`config.mk`:
```
export PLATFORM = sky130hd
export DESIGN_NAME = microwave_timer_ctrl_flat
export DESIGN_NICKNAME = d
export VERILOG_FILES = /design/src/rtl/microwave_timer_if.sv /design/src/rtl/microwave_timer_ctrl.sv /design/src/flat_wrapper.sv
export SDC_FILE = /design/constraint.sdc
export NUM_CORES = 1
export LEC_CHECK = 0
export ABC_AREA = 0
export BUFFER_PORTS_ARGS = -buffer_cell sky130_fd_sc_hd__clkbuf_2
export CORE_MARGIN = 5
export CORE_UTILIZATION = 50
export CTS_CLUSTER_DIAMETER = 30
export DETAILED_ROUTE_END_ITERATION = 6
export PLACE_DENSITY = 0.77
export SLEW_MARGIN = 15
export SYNTH_ARGS = -nofsm -noshare
export SYNTH_HDL_FRONTEND = slang
export SYNTH_SLANG_ARGS = --single-unit
```
`constraint.sdc`:
```
create_clock -name clk -period 3.3 [get_ports clk]
set_input_delay 0.66 -clock clk [delete_from_list [all_inputs] [get_ports clk]]
set_output_delay 0.66 -clock clk [all_outputs]
set_load 0.05 [all_outputs]
```
`src/rtl/microwave_timer_if.sv`:
```
// Bundle of the keypad/door front-end and counter-chain signals seen by the
// microwave timer controller. The controller binds the slave modport; the
// front end / chain side binds the master modport.
interface microwave_timer_if;
  logic        one_hz;
  logic [3:0]  digit_in;
  logic        digit_valid;
  logic        start;
  logic        stop;
  logic        door_closed;
  logic        zero_in;
  logic [15:0] load_data;
  logic        loadn;
  logic        en;
  logic        mag_on;
  logic        done;
  logic [2:0]  state;

  modport master (
    output one_hz, digit_in, digit_valid, start, stop, door_closed, zero_in,
    input  load_data, loadn, en, mag_on, done, state
  );

  modport slave (
    input  one_hz, digit_in, digit_valid, start, stop, door_closed, zero_in,
    output load_data, loadn, en, mag_on, done, state
  );
endinterface

```
`src/rtl/microwave_timer_ctrl.sv`:
```
// Microwave MM:SS timer sequencer: collects keypad digits into a BCD preset,
// loads it into the external countdown chain, gates the 1 Hz tick while
// cooking, enforces door/stop/start interlocks and signals cook completion.
module microwave_timer_ctrl #(
  parameter int DONE_TICKS = 3
) (
  input logic              clk,
  input logic              clrn,
  microwave_timer_if.slave bus
);

  localparam logic [2:0] S_IDLE  = 3'd0;
  localparam logic [2:0] S_SET   = 3'd1;
  localparam logic [2:0] S_LOAD  = 3'd2;
  localparam logic [2:0] S_COOK  = 3'd3;
  localparam logic [2:0] S_PAUSE = 3'd4;
  localparam logic [2:0] S_DONE  = 3'd5;

  localparam int CW = (DONE_TICKS < 2) ? 1 : $clog2(DONE_TICKS);
  localparam logic [CW-1:0] DONE_LAST = CW'(DONE_TICKS - 1);

  logic [2:0]    r_state;
  logic [15:0]   r_entry;
  logic          r_cancel;
  logic [CW-1:0] r_done_cnt;
  logic          r_loadn;
  logic          r_mag_on;
  logic          r_done;

  logic [2:0]    w_state;
  logic [15:0]   w_entry;
  logic          w_cancel;
  logic [CW-1:0] w_done_cnt;
  logic          w_digit_ok;
  logic          w_start_ok;

  assign w_digit_ok = bus.digit_valid && (bus.digit_in <= 4'd9);
  // A start is only honoured with the door shut, a non-empty preset and
  // legal seconds tens (the chain's tens digit wraps at 5).
  assign w_start_ok = bus.start && bus.door_closed && (r_entry != 16'h0000)
                      && (r_entry[7:4] <= 4'd5);

  // Next-state, entry and done-counter logic; priority stop > door > start > digit.
  always_comb begin
    w_state    = r_state;
    w_entry    = r_entry;
    w_cancel   = r_cancel;
    w_done_cnt = r_done_cnt;
    case (r_state)
      S_IDLE: begin
        w_entry = 16'h0000;
        if (bus.stop || bus.start) begin
          w_state = S_IDLE;
        end else if (w_digit_ok) begin
          w_entry = {12'h000, bus.digit_in};
          w_state = S_SET;
        end else begin
          w_state = S_IDLE;
        end
      end
      S_SET: begin
        if (bus.stop) begin
          w_entry = 16'h0000;
          w_state = S_IDLE;
        end else if (bus.start) begin
          if (w_start_ok) begin
            w_cancel = 1'b0;
            w_state  = S_LOAD;
          end else begin
            w_state = S_SET;
          end
        end else if (w_digit_ok) begin
          w_entry = {r_entry[11:0], bus.digit_in};
        end else begin
          w_state = S_SET;
        end
      end
      S_LOAD: begin
        // A cancel load zeroes the chain and returns home instead of cooking.
        w_cancel = 1'b0;
        w_state  = r_cancel ? S_IDLE : S_COOK;
      end
      S_COOK: begin
        // Expiry wins over stop/door: the time is already used up.
        if (bus.zero_in) begin
          w_entry    = 16'h0000;
          w_done_cnt = '0;
          w_state    = S_DONE;
        end else if (bus.stop || !bus.door_closed) begin
          w_state = S_PAUSE;
        end else begin
          w_state = S_COOK;
        end
      end
      S_PAUSE: begin
        if (bus.stop) begin
          w_entry  = 16'h0000;
          w_cancel = 1'b1;
          w_state  = S_LOAD;
        end else if (!bus.door_closed) begin
          w_state = S_PAUSE;
        end else if (bus.start) begin
          w_state = S_COOK;
        end else begin
          w_state = S_PAUSE;
        end
      end
      S_DONE: begin
        if (bus.stop || bus.start || !bus.door_closed) begin
          w_done_cnt = '0;
          w_state    = S_IDLE;
        end else if (bus.one_hz) begin
          if (r_done_cnt == DONE_LAST) begin
            w_done_cnt = '0;
            w_state    = S_IDLE;
          end else begin
            w_done_cnt = r_done_cnt + 1'b1;
          end
        end else begin
          w_state = S_DONE;
        end
      end
      default: begin
        w_entry    = 16'h0000;
        w_cancel   = 1'b0;
        w_done_cnt = '0;
        w_state    = S_IDLE;
      end
    endcase
  end

  // State, entry and registered outputs; outputs decode the upcoming state so
  // they are valid for the whole cycle the FSM spends there.
  always_ff @(posedge clk) begin
    if (!clrn) begin
      r_state    <= S_IDLE;
      r_entry    <= 16'h0000;
      r_cancel   <= 1'b0;
      r_done_cnt <= '0;
      r_loadn    <= 1'b1;
      r_mag_on   <= 1'b0;
      r_done     <= 1'b0;
    end else begin
      r_state    <= w_state;
      r_entry    <= w_entry;
      r_cancel   <= w_cancel;
      r_done_cnt <= w_done_cnt;
      r_loadn    <= (w_state != S_LOAD);
      r_mag_on   <= (w_state == S_COOK);
      r_done     <= (w_state == S_DONE);
    end
  end

  assign bus.load_data = r_entry;
  assign bus.loadn     = r_loadn;
  assign bus.mag_on    = r_mag_on;
  assign bus.done      = r_done;
  assign bus.state     = r_state;
  // Tick gate is combinational so an expired chain masks en in the same cycle.
  assign bus.en        = (r_state == S_COOK) && bus.one_hz && !bus.zero_in;

endmodule

```
`src/flat_wrapper.sv`:
```
// flat-port wrapper written by rule: the top's interface ports become plain ports
module microwave_timer_ctrl_flat 
#(
  parameter int DONE_TICKS = 3
)
  (clk, clrn, bus_one_hz, bus_digit_in, bus_digit_valid, bus_start, bus_stop, bus_door_closed, bus_zero_in, bus_load_data, bus_loadn, bus_en, bus_mag_on, bus_done, bus_state);
  microwave_timer_if bus_i ();
  input logic clk;
  input logic clrn;
  input wire logic [$bits(bus_i.one_hz)-1:0] bus_one_hz;
  input wire logic [$bits(bus_i.digit_in)-1:0] bus_digit_in;
  input wire logic [$bits(bus_i.digit_valid)-1:0] bus_digit_valid;
  input wire logic [$bits(bus_i.start)-1:0] bus_start;
  input wire logic [$bits(bus_i.stop)-1:0] bus_stop;
  input wire logic [$bits(bus_i.door_closed)-1:0] bus_door_closed;
  input wire logic [$bits(bus_i.zero_in)-1:0] bus_zero_in;
  output wire logic [$bits(bus_i.load_data)-1:0] bus_load_data;
  output wire logic [$bits(bus_i.loadn)-1:0] bus_loadn;
  output wire logic [$bits(bus_i.en)-1:0] bus_en;
  output wire logic [$bits(bus_i.mag_on)-1:0] bus_mag_on;
  output wire logic [$bits(bus_i.done)-1:0] bus_done;
  output wire logic [$bits(bus_i.state)-1:0] bus_state;
  assign bus_i.one_hz = bus_one_hz;
  assign bus_i.digit_in = bus_digit_in;
  assign bus_i.digit_valid = bus_digit_valid;
  assign bus_i.start = bus_start;
  assign bus_i.stop = bus_stop;
  assign bus_i.door_closed = bus_door_closed;
  assign bus_i.zero_in = bus_zero_in;
  assign bus_load_data = bus_i.load_data;
  assign bus_loadn = bus_i.loadn;
  assign bus_en = bus_i.en;
  assign bus_mag_on = bus_i.mag_on;
  assign bus_done = bus_i.done;
  assign bus_state = bus_i.state;
  microwave_timer_ctrl #(.DONE_TICKS(DONE_TICKS)) u_core (.clk(clk), .clrn(clrn), .bus(bus_i));
endmodule
```
==> results.cfg <==
[synthesis]
synth_area_leader_cell = dfxtp_1
syn_area_um2 = 1200
async_flop_share_pct = 0
synth_top_area_share_pct = 41.7
yosysWarningCount = 0
syn-instance-count = 142
ys_top_cells_by_area = dfxtp_1 (42%), a21oi_1 (7.1%), nand3_1 (6.3%), nand2_1 (5.6%), a32o_1 (3.3%)
synth_edf_count = 0
syn_nets = 154
synth.avg_cell_area_um2 = 8.45
synthFlopType = dfxtp_1
ys_ff_latch = 25
yosys.cell_types.count = 39
yosysSeqAreaShare_pct = 41.7

[placed_design]
pre_cts_slack_ns = 0.916
io_buffers = 34
hpwl_mm = 2.28
gp_congestion = 0.798
placed_area_um2 = 1380

[pwr]
pwr-share-clk_pct = 29.6
switching_power_mw = 0.121
p_sw_share_pct = 24.9
powerDensity_nw_per_um2 = 345
ir_drop_mv = 0.251
power_leakage_nw = 0.535
p_int_mw = 0.365
p_seq_share_pct = 62.8
p_comb_share_pct = 7.5

[clocking]
cts_tree = yes
clk_latency_ns = 0.32
cts_resized = 0
clock_sink_count = 25
cts-htree-levels = 1
cts-root-buf = clkbuf_4
post_cts_buffers = 0
numCtsBuffers = 3
ctsHoldBuffers = 0
clk_transition_reported_paths_ns = 0.15
clk_path_buf_depth = 2

[critical_path]
cp.arrival_ns = 2.11
rrSetupSlack_ns = 1.31
cpLargestDelayFamily = simple AND/OR/NAND/NOR gates
critical_path_class = register to primary output
slowest_stage = dfxtp_1
cp-start-kind = register
endpoint_kind = primary output
path_max_fanout = 15
cp_cell_sequence = or2b_1, or2_2, nor3b_1, clkbuf_2
crit_required_ns = 2.64
reg2reg_to = u_core.bus.load_data[7]$_SDFFE_PN0P_
cp_num_buf_inv = 1
r2r_cells = 5
r2r-start = u_core.bus.state[0]$_SDFF_PN0_
critPathMaxStageDelay_ns = 0.61

[sta]
drv_slew = 0
period_minus_slack_ns = 2.77
worst_pin_slew_ns = 0.650
finalCritPeriodShare_pct = 83.9
finClkSkew_ns = 0.0158
fin_setup_tns_ns = 0
fmax_mhz = 361
max_slew_margin_pct = 56.2
setup_viol = 0
rsz0062_at_grt = false
whs_ns = 0.486
finalWorstSetupSlack_ns = 0.533
final-hold-violation-count = 0

[finish]
layout_commonest_cell = clkbuf_2
layout_common_cells = clkbuf_2 (34), dfxtp_1 (25), nand2_1 (18)
syn_to_final_growth_pct = 17.2
layout.nets = 187
drive_gt1_share_pct = 27.6
fin_area_um2 = 1410
n_antenna_cell = 0
finalCoreUtilization_pct = 62.4

[drt]
dr.pass1.iters = 4
vias_per_cell = 5.84
routedWlPerCell_um = 14.5
drc = 0
routed_wl_mm = 2.93
num_vias = 1180
drt_first_iter_violations = 52
ant_nets = 0

[run_status]
status = finished clean

[global_route]
grt_pass1_wl_mm = 4.83
grt_usage_pct = 17.4
antenna_found_initial = 0
grt_max_degree = 17
gr-total-overflow = 0
grt_pass1_vias = 1076

[min_path]
hp-start = u_core.r_cancel$_SDFFE_PN0P_
hold_path_depth = 2
hold_class = register to register
hold_end = u_core.r_cancel$_SDFFE_PN0P_

[floorplanning]
initial_core_util_pct = 53.2
io_pins = 35
num_rows = 17
die-area_um2 = 3480
die_y_um = 59.0
fp.dieW_um = 59.0
core_area_um2 = 2250

[flow_run]
maxCapViolCount = 0
[registers in the layout, indices dropped and copies added (netlist names)]
register	count
u_core.bus.state	3
u_core.bus.done	1
u_core.bus.load_data	16
u_core.bus.mag_on	1
u_core.r_cancel	1
u_core.r_done_cnt	2
u_core.bus.loadn	1
[how the worst max path moves through the flow]
| stage | end | start | slack (ns) | cells past startpoint |
|---|---|---|---|---|
| floorplan | bus_en | u_core.bus.state[0]$_SDFF_PN0_ | 0.23 | 3 |
| global placement | bus_en | u_core.bus.state[0]$_SDFF_PN0_ | 1.04 | 4 |
| detailed placement | bus_en | u_core.bus.state[0]$_SDFF_PN0_ | 0.92 | 4 |
| CTS | bus_en | u_core.bus.state[0]$_SDFF_PN0_ | 0.54 | 4 |
| global route | bus_en | u_core.bus.state[0]$_SDFF_PN0_ | 0.46 | 4 |
| finish | bus_en | u_core.bus.state[0]$_SDFF_PN0_ | 0.53 | 4 |
[through the flow]
| step | instances | total power [mW] |
|---|---|---|
| finish | 202 | 0.486 |
| global route | 202 | 0.507 |
| CTS | 202 | 0.491 |
| detailed placement | 198 | 0.348 |
| global placement | 198 | 0.347 |
| floorplan | 142 | 0.333 |
[power groups by stage]
stage,combinational [mW],sequential (mW),clock (mW)
detailed placement,0.0365,0.312,0
finish,0.0366,0.305,0.144
CTS,0.0366,0.305,0.149
floorplan,0.0184,0.315,0
global route,0.0401,0.306,0.162
global placement,0.0358,0.312,0
[logic make-up (layout without fill, tap and decap cells)]
| logic type | after synthesis | after routing | synth area share, % |
|---|---|---|---|
| multiplexers | 1 | 1 | 0.834 |
| AO/OA/AOI/OAI | 39 | 39 | 22.8 |
| buffers and inverters | 12 | 44 | 4.69 |
| AND/OR/NAND/NOR | 65 | 65 | 29.9 |
| flip-flops | 25 | 25 | 41.7 |
[layout make-up]
class	instances	area (µm²)
Clock buffer	3	22.5
Clock inverter	1	8.76
Sequential cell	25	500
Fill cell	213	848
Tap cell	28	35.0
Timing Repair Buffer	35	178
Inverter	5	18.8
Multi-Input combinational cell	105	643
[cell usage after synthesis (2+ instances only)]
library cell / count
a21oi_1: 17
a22oi_1: 2
a32o_1: 4
buf_2: 3
buf_4: 2
clkbuf_1: 2
dfxtp_1: 25
inv_1: 5
nand2_1: 18
nand2b_1: 2
nand3_1: 15
nor2_1: 8
nor2b_1: 3
nor3b_1: 3
nor4_1: 5
o21ai_0: 5
[worst register-to-register path, delay by kind of cell, from the launching register on]
kind	cells	cell delay, ns
AOI/OAI and AO/OA	4	1.18
DFF	1	0.61
and+or+nand+nor	1	0.16
[layer usage]
| layer | GRT usage, % | share of wire, % | vias up |
|---|---|---|---|
| met5 | 0 | 0 | - |
| met1 | 23.7 | 44 | 547 |
| met3 | 3.49 | 6.9 | 4 |
| li1 | - | - | 586 |
| met2 | 28.4 | 48 | 43 |
| met4 | 3.88 | 0.92 | 0 |
Power figures use the tool's default switching activity.
